$ cat src/rtl/alu_cmd_sequencer.sv
// Host command sequencer for the 8-bit accumulator ALU: handshake in, settle, capture, handshake out.
// Optional macro ALU_ERR_COUNT_EN adds o_err_count (saturating count of error responses).
//
// state | meaning
// INIT  | one cycle after reset: power the ALU and hold its reset selector
// IDLE  | hold accumulator via load of acc, accept a command
// WAIT  | drives held, settle counter runs down to terminal count 1
// CLR   | one cycle of ALU reset selector for a CLEAR command
// RESP  | response held until host accepts it
module alu_cmd_sequencer #(
    parameter int unsigned SETTLE_CYCLES = 2
) (
    input  logic       i_clk,
    input  logic       i_rst,
    input  logic       i_cmd_valid,
    output logic       o_cmd_ready,
    input  logic [2:0] i_cmd_op,
    input  logic       i_cmd_chain,
    input  logic [7:0] i_cmd_a,
    input  logic [7:0] i_cmd_b,
    output logic       o_rsp_valid,
    input  logic       i_rsp_ready,
    output logic [7:0] o_rsp_data,
    output logic       o_rsp_error,
    output logic       o_alu_on,
    output logic [2:0] o_alu_in_selector,
    output logic [7:0] o_alu_num1,
    output logic [7:0] o_alu_num2,
    output logic [6:0] o_alu_out_selector,
    input  logic [7:0] i_alu_result,
    input  logic [1:0] i_alu_state
`ifdef ALU_ERR_COUNT_EN
    ,
    output logic [7:0] o_err_count
`endif
);

    typedef enum logic [2:0] {S_INIT, S_IDLE, S_WAIT, S_CLR, S_RESP} state_t;

    localparam logic [3:0] LP_SETTLE = 4'(SETTLE_CYCLES);
    localparam logic [2:0] LP_SEL_PERSIST_UNUSED = 3'b100;
    localparam logic [2:0] LP_SEL_LOAD  = 3'b010;
    localparam logic [2:0] LP_SEL_RESET = 3'b001;
    localparam logic [2:0] LP_OP_CLEAR  = 3'd7;

    state_t     r_state, w_state_nxt;
    logic [3:0] r_cnt, w_cnt_nxt;
    logic [7:0] r_acc, w_acc_nxt;
    logic       r_cmd_ready, w_cmd_ready_nxt;
    logic       r_rsp_valid, w_rsp_valid_nxt;
    logic [7:0] r_rsp_data, w_rsp_data_nxt;
    logic       r_rsp_error, w_rsp_error_nxt;
    logic       r_alu_on, w_alu_on_nxt;
    logic [2:0] r_in_sel, w_in_sel_nxt;
    logic [7:0] r_num1, w_num1_nxt;
    logic [7:0] r_num2, w_num2_nxt;
    logic [6:0] r_out_sel, w_out_sel_nxt;
`ifdef ALU_ERR_COUNT_EN
    logic [7:0] r_err_count, w_err_count_nxt;
`endif

    always_comb begin
        w_state_nxt     = r_state;
        w_cnt_nxt       = r_cnt;
        w_acc_nxt       = r_acc;
        w_cmd_ready_nxt = r_cmd_ready;
        w_rsp_valid_nxt = r_rsp_valid;
        w_rsp_data_nxt  = r_rsp_data;
        w_rsp_error_nxt = r_rsp_error;
        w_alu_on_nxt    = r_alu_on;
        w_in_sel_nxt    = r_in_sel;
        w_num1_nxt      = r_num1;
        w_num2_nxt      = r_num2;
        w_out_sel_nxt   = r_out_sel;
`ifdef ALU_ERR_COUNT_EN
        w_err_count_nxt = r_err_count;
`endif
        case (r_state)
            S_INIT: begin
                w_alu_on_nxt = 1'b1;
                w_in_sel_nxt = LP_SEL_RESET;
                w_state_nxt  = S_IDLE;
            end
            S_IDLE: begin
                // Persist is never used: it would re-run the operation every cycle.
                w_cmd_ready_nxt = 1'b1;
                w_in_sel_nxt    = LP_SEL_LOAD;
                w_num1_nxt      = r_acc;
                w_num2_nxt      = 8'd0;
                if (i_cmd_valid && r_cmd_ready) begin
                    w_cmd_ready_nxt = 1'b0;
                    if (i_cmd_op == LP_OP_CLEAR) begin
                        w_in_sel_nxt = LP_SEL_RESET;
                        w_acc_nxt    = 8'd0;
                        w_num1_nxt   = 8'd0;
                        w_state_nxt  = S_CLR;
`ifdef ALU_ERR_COUNT_EN
                        w_err_count_nxt = 8'd0;
`endif
                    end else begin
                        w_num1_nxt    = i_cmd_chain ? r_acc : i_cmd_a;
                        w_num2_nxt    = i_cmd_b;
                        w_out_sel_nxt = 7'(7'b1000000 >> i_cmd_op);
                        w_cnt_nxt     = LP_SETTLE;
                        w_state_nxt   = S_WAIT;
                    end
                end
            end
            S_WAIT: begin
                w_cnt_nxt = r_cnt - 4'd1;
                if (r_cnt == 4'd1) begin
                    w_rsp_data_nxt  = i_alu_result;
                    w_acc_nxt       = i_alu_result;
                    w_rsp_error_nxt = (i_alu_state == 2'b11);
                    w_rsp_valid_nxt = 1'b1;
                    w_state_nxt     = S_RESP;
                end
            end
            S_CLR: begin
                w_in_sel_nxt    = LP_SEL_LOAD;
                w_rsp_data_nxt  = 8'd0;
                w_rsp_error_nxt = 1'b0;
                w_rsp_valid_nxt = 1'b1;
                w_state_nxt     = S_RESP;
            end
            S_RESP: begin
                if (i_rsp_ready) begin
                    w_rsp_valid_nxt = 1'b0;
                    w_cmd_ready_nxt = 1'b1;
                    w_in_sel_nxt    = LP_SEL_LOAD;
                    w_num1_nxt      = r_acc;
                    w_num2_nxt      = 8'd0;
                    w_state_nxt     = S_IDLE;
`ifdef ALU_ERR_COUNT_EN
                    if (r_rsp_error && (r_err_count != 8'hFF))
                        w_err_count_nxt = r_err_count + 8'd1;
`endif
                end
            end
            default: w_state_nxt = S_INIT;
        endcase
    end

    always_ff @(posedge i_clk) begin
        if (i_rst) begin
            r_state     <= S_INIT;
            r_cnt       <= 4'd0;
            r_acc       <= 8'd0;
            r_cmd_ready <= 1'b0;
            r_rsp_valid <= 1'b0;
            r_rsp_data  <= 8'd0;
            r_rsp_error <= 1'b0;
            r_alu_on    <= 1'b0;
            r_in_sel    <= LP_SEL_RESET;
            r_num1      <= 8'd0;
            r_num2      <= 8'd0;
            r_out_sel   <= 7'b1000000;
`ifdef ALU_ERR_COUNT_EN
            r_err_count <= 8'd0;
`endif
        end else begin
            r_state     <= w_state_nxt;
            r_cnt       <= w_cnt_nxt;
            r_acc       <= w_acc_nxt;
            r_cmd_ready <= w_cmd_ready_nxt;
            r_rsp_valid <= w_rsp_valid_nxt;
            r_rsp_data  <= w_rsp_data_nxt;
            r_rsp_error <= w_rsp_error_nxt;
            r_alu_on    <= w_alu_on_nxt;
            r_in_sel    <= w_in_sel_nxt;
            r_num1      <= w_num1_nxt;
            r_num2      <= w_num2_nxt;
            r_out_sel   <= w_out_sel_nxt;
`ifdef ALU_ERR_COUNT_EN
            r_err_count <= w_err_count_nxt;
`endif
        end
    end

    assign o_cmd_ready        = r_cmd_ready;
    assign o_rsp_valid        = r_rsp_valid;
    assign o_rsp_data         = r_rsp_data;
    assign o_rsp_error        = r_rsp_error;
    assign o_alu_on           = r_alu_on;
    assign o_alu_in_selector  = r_in_sel;
    assign o_alu_num1         = r_num1;
    assign o_alu_num2         = r_num2;
    assign o_alu_out_selector = r_out_sel;
`ifdef ALU_ERR_COUNT_EN
    assign o_err_count        = r_err_count;
`endif

endmodule
$ cat config.mk
export PLATFORM = sky130hd
export DESIGN_NAME = alu_cmd_sequencer
export DESIGN_NICKNAME = d
export VERILOG_FILES = /design/src/rtl/alu_cmd_sequencer.sv
export SDC_FILE = /design/constraint.sdc
export NUM_CORES = 1
export LEC_CHECK = 0
export BUFFER_PORTS_ARGS = -buffer_cell sky130_fd_sc_hd__buf_2
export CAP_MARGIN = 0
export CORE_ASPECT_RATIO = 1.5
export CORE_UTILIZATION = 40
export CTS_CLUSTER_DIAMETER = 80
export DETAILED_ROUTE_END_ITERATION = 8
export MAX_ROUTING_LAYER = met4
export PLACE_DENSITY = 0.77
export SLEW_MARGIN = 10
export SYNTH_ARGS = -nofsm -noshare
export SYNTH_HDL_FRONTEND = slang
export SYNTH_SLANG_ARGS = --single-unit
$ cat constraint.sdc
create_clock -name i_clk -period 2.2 [get_ports i_clk]
set_input_delay 0.33 -clock i_clk [delete_from_list [all_inputs] [get_ports i_clk]]
set_output_delay 0.33 -clock i_clk [all_outputs]
set_load 0.005 [all_outputs]
-- Yosys cells after proc, flatten, opt, wreduce, memory -nomap -nowiden
Index checks and enable logic that the tools add are counted.
- add/sub/neg operators: 1
- equal/unequal tests: 12
- shifts and indexed selects: 1
- muxes and demuxes: 34
- bitwise operators: 1
- reduce and logical (&&, ||, !) cells: 15
- operator list (cell ; number):
    $mux W8 ; 10
    $pmux W8 S2 ; 4
    $pmux W3 S5 ; 1
    $mux W3 ; 4
    $pmux W3 S4 ; 1
    $reduce_and A3 Y1 ; 4
    $ne A2 B2 Y1 const B ; 5
    $mux W4 ; 2
    $pmux W4 S2 ; 1
    $shr A7 B3 Y7 const A ; 1
    $eq A3 B2 Y1 const B ; 2
    $eq A3 B3 Y1 const B ; 2
    $mux W1 ; 6
    $reduce_and A2 Y1 ; 3
    $reduce_bool A2 Y1 ; 3
    $eq A4 B1 Y1 const B ; 1
    $mux W2 ; 2
    $pmux W1 S2 ; 2
    $reduce_and A4 Y1 ; 1
    $reduce_bool A4 Y1 ; 1
    $sub A4 B1 Y4 const B ; 1
    $eq A3 B1 Y1 const B ; 1
    $logic_not A3 Y1 ; 1
    $pmux W1 S3 ; 1
    other kinds (4) ; 4
- bits in registers: 53
- input port bits: 34
- output and inout bits: 38
- word-level logic and storage cells: 76

-- Logic depth before layout (Yosys ltp)
- depth after elaboration: 4
- mapped depth: 7
- gate-level depth less buffers: 6

-- Least setup slack after synthesis
OpenSTA, ideal clock, no wires.
- path type: reg-to-reg
- from: reg r_cnt[0]
- to: reg r_acc[0]
- library setup time: 117 ps
- arrival time: 1451 ps
- path slack: 633 ps
- stages on the path, launching flop included: 6
- cell sequence: dfxtp_1 > ha_1 > or3b_4 > o22ai_1 > a21oi_1 > a22o_1
- cells in the longest elaborated chain, start to end: 3
- ends and longest elaborated chain (element ; RTL line ; text):
    start: declaration ; 47 ; logic [3:0] r_cnt, w_cnt_nxt;
    start signal: assignment ; 163 ; r_cnt <= w_cnt_nxt;
    $eq A4 B1 Y1 ; 111 ; if (r_cnt == 4'd1) begin
    $ne A2 B2 Y1 (no source line) ; - ;
    $reduce_and A4 Y1 (no source line) ; - ;
    end signal: assignment ; 164 ; r_acc <= w_acc_nxt;
    end: declaration ; 48 ; logic [7:0] r_acc, w_acc_nxt;
Every way passes these cells.
A chain may end at the register's enable or synchronous reset.

-- Worst setup path after layout
- from: reg r_state[0]
- to: reg r_num1[2] (netlist: o_alu_num1[2])
- cells in the longest elaborated chain, start to end: 3
- elaborated cells between the ends (all ways): 6
- ends and longest elaborated chain (element ; RTL line ; text):
    start: declaration ; 46 ; state_t r_state, w_state_nxt;
    start signal: assignment ; 162 ; r_state <= w_state_nxt;
    $eq A3 B3 Y1 or $eq A3 B1 Y1 (tied branches) ; 78 ; case (r_state)
    $ne A2 B2 Y1 (no source line) or $reduce_bool A2 Y1 (tied branches) ; - ;
    $reduce_and A2 Y1 (no source line) ; - ;
    end signal: assignment ; 171 ; r_num1 <= w_num1_nxt;
    end: declaration ; 55 ; logic [7:0] r_num1, w_num1_nxt;
Several ways; a longest one is shown, not always the timed one.

==> reports/qor.csv <==
metric;value;unit
status;completed;
hold_viol;0;
min_period;1.83;ns
cts_made_buffers;5;
via_count;1911;
critPathArrivalTime;2.05;ns
postCtsHoldBufs;0;
insertedDiodeCount;0;
cp.required;2.42;ns
cts_resized;0;
switching_share;21.9;%
ant_nets;0;
fin_util;52.9;%
async_flop_share;0;%
path_cells;nor3b_2 > nor4_1 > a221oi_1 > nor3_1;
hpwl;3710;um
end_kind;flip-flop;
pwr-share-comb;9.9;%
overflow;0;
numClockSinks;52;
routedWlPerCell;14.0;um
remaining_drc_errors;0;
setup_viol;0;
die_area;5500;um^2
slew_headroom;44.6;%
synth_cells;220;
fp-row-count;31;
rsz0062_at_grt;false;
cts_root_buf;clkbuf_8;
cp_slowest_cell;nor4_1;
antenna_found_initial;0;
ys_warn_count;0;
finalNetCount;323;
design_area;2610;um^2
startpoint_type;flip-flop;
setup_tns;0;ns
irDropWorstVdd;0.532;mV
fillers;476;
crit_type;flip-flop to flip-flop;
cellPowerDensity;738;nW/um^2
slowest_delay;0.65;ns
synth-seq-area-share;50.0;%
fin_cells;353;
synth_nets;256;
h-tree-depth;2;
yosysUniqueCellTypes;44;
drv_cap;0;
postPlaceCellArea;2480;um^2
p_seq_share;51.7;%
grt_max_degree;23;
post_cts_buffers;0;
clock_skew;0.00614;ns
ys_seq_elements;52;
grt_pass1_vias;1778;
clock_latency;0.30;ns
clockPowerShare;38.4;%
first_iter_violations;45;
io_buffers;70;
avgViaCountPerCell;5.41;
crit_family;simple AND/OR/NAND/NOR gates;
syn-cell-area;2080;um^2
p_int;0.00150;W
avgSynthCellArea;9.46;um^2
tightestPinTransition;0.823;ns
switching_power;0.000422;W
track_usage;19.6;%
drt-pass1-iter-count;5;
dp.cells;346;
maxSlewViolCount;0;
drive_gt1_share;30.7;%
worst-path-buf-inv;0;
ys_dominant_reg_cell;dfxtp_1;
cts_tree;built;
finalWirelength;4930;um
gp_congestion;0.764;
start_util;42.2;%
cts_buffer_depth;2;
hold_class;primary input to flip-flop;
dieHeight;90.3;um
die_x;60.9;um
period_share;83.2;%
synth-edff-count;0;
grt_first_pass_wirelength;7910;um
num_io_pins;72;
syn_to_final_growth;25.3;%
clkTransAtPathRegs;0.09;ns
p_leak;1.15;nW
fmax;547;MHz
fp.coreArea;4930;um^2
crit_path_max_fanout;13;
-- Yosys cell counts (2+ instances only) --
master    number  share of area, %
a211o_1        2              0.84
a211oi_1       4               1.4
a21oi_1       10               2.4
a221oi_1       7               2.9
a22o_1         8               3.4
a22oi_1       16               5.8
a32oi_1        3               1.3
buf_2          4              0.96
buf_4          2              0.72
clkbuf_1       7               1.3
dfxtp_1       52                50
ha_1           2               1.2
inv_1          7               1.3
mux2i_1        4               1.9
nand2_1        8               1.4
nand2b_1       3              0.90
nand3_1        3              0.72
nor2_1        32               5.8
nor3_1         9               2.2
nor3b_1        4               1.4
o21ai_0        9               2.2
or3b_4         2               1.1
-- power groups by stage --
| stage | registers (W) | logic (W) | clock network [W] |
|---|---|---|---|
| floorplan | 0.00101 | 0.000107 | 0 |
| global placement | 0.00102 | 0.000187 | 0 |
| detailed placement | 0.00102 | 0.000189 | 0 |
| CTS | 0.000995 | 0.000191 | 0.000754 |
| global route | 0.00100 | 0.000212 | 0.000794 |
| finish | 0.000995 | 0.000190 | 0.000739 |
-- stage by stage --
step	hold WS, ns	power (W)	worst slack, ns
6_report	0.258	0.00192	0.370
5_1_grt	0.255	0.00201	0.197
3_5_place_dp	0.457	0.00121	0.349
4_1_cts	0.253	0.00194	0.386
3_3_place_gp	0.446	0.00120	0.412
2_1_floorplan	0.441	0.00112	0.633
-- cell families after synthesis --
| family | Yosys count | share of synthesized area, % |
|---|---|---|
| adders and majority gates | 2 | 1.20 |
| xor gates and xnor gates | 2 | 0.842 |
| muxes | 4 | 1.92 |
| buffers and inverters | 21 | 4.45 |
| and+or+nand+nor | 72 | 18.6 |
| AOI/OAI and AO/OA | 66 | 22.7 |
| DFF | 52 | 50.0 |
| other | 1 | 0.180 |
-- cell usage in the layout (no fill, tap or decap), drive strengths merged, types with 2 or more instances in the layout --
master / Yosys / routed
or3b: 2 / 2
a211oi: 4 / 4
nor3: 11 / 11
clkbuf: 8 / 5
a221oi: 7 / 7
a21oi: 10 / 10
a211o: 2 / 2
nand2: 8 / 8
ha: 2 / 2
nor2: 33 / 33
dfxtp: 52 / 52
nand2b: 3 / 3
buf: 6 / 74
nand3: 3 / 3
nor4: 2 / 2
o21ai: 9 / 9
a32oi: 3 / 3
bufinv: 0 / 2
mux2i: 4 / 4
a22o: 8 / 8
nor3b: 5 / 5
a22oi: 16 / 16
inv: 7 / 7
-- path summary, 6_finish.rpt --
path,startpoint,end,slack (ns),depth (start not counted)
hold / removal,i_alu_result[4],r_acc[4],0.26,2
hold reg to reg,o_alu_in_selector[0],o_alu_in_selector[0],0.46,2
setup reg to reg,r_state[0],o_alu_num1[2],0.37,4
setup / recovery,r_state[0],o_alu_num1[2],0.37,4
-- metal layers --
layer / wire, um / up-vias / track usage (%)
met1: 2050 / 901 / 22.5
met5: 0 / - / -
met4: 199 / 0 / 11.7
li1: - / 935 / -
met2: 2500 / 61 / 30.7
met3: 181 / 14 / 3.58
-- state kept, by name (all words and copies together), names as in the netlist --
register and count:
o_rsp_data 8, o_rsp_valid 1, r_state 3, o_cmd_ready 1, o_rsp_error 1, o_alu_on 1, r_cnt 4, o_alu_num2 8
o_alu_in_selector 2, o_alu_num1 8, r_acc 8, o_alu_out_selector 7
-- worst register-to-register path, stage by stage (launching register included) --
cell      delay, ns
dfxtp_1        0.55
nor3b_2        0.15
nor4_1         0.65
a221oi_1       0.20
nor3_1         0.20
-- area by class of cell --
class,instances,area [um^2],area share (%)
sequential,52,1040,39.9
multi-input combinational,147,947,36.3
timing repair buffer,74,380,14.6
tap,66,82.6,3.17
clock buffer,5,68.8,2.64
clock inverter,2,60.1,2.30
inverter,7,26.3,1.01
Note: power is estimated with default switching activity, not from simulation.
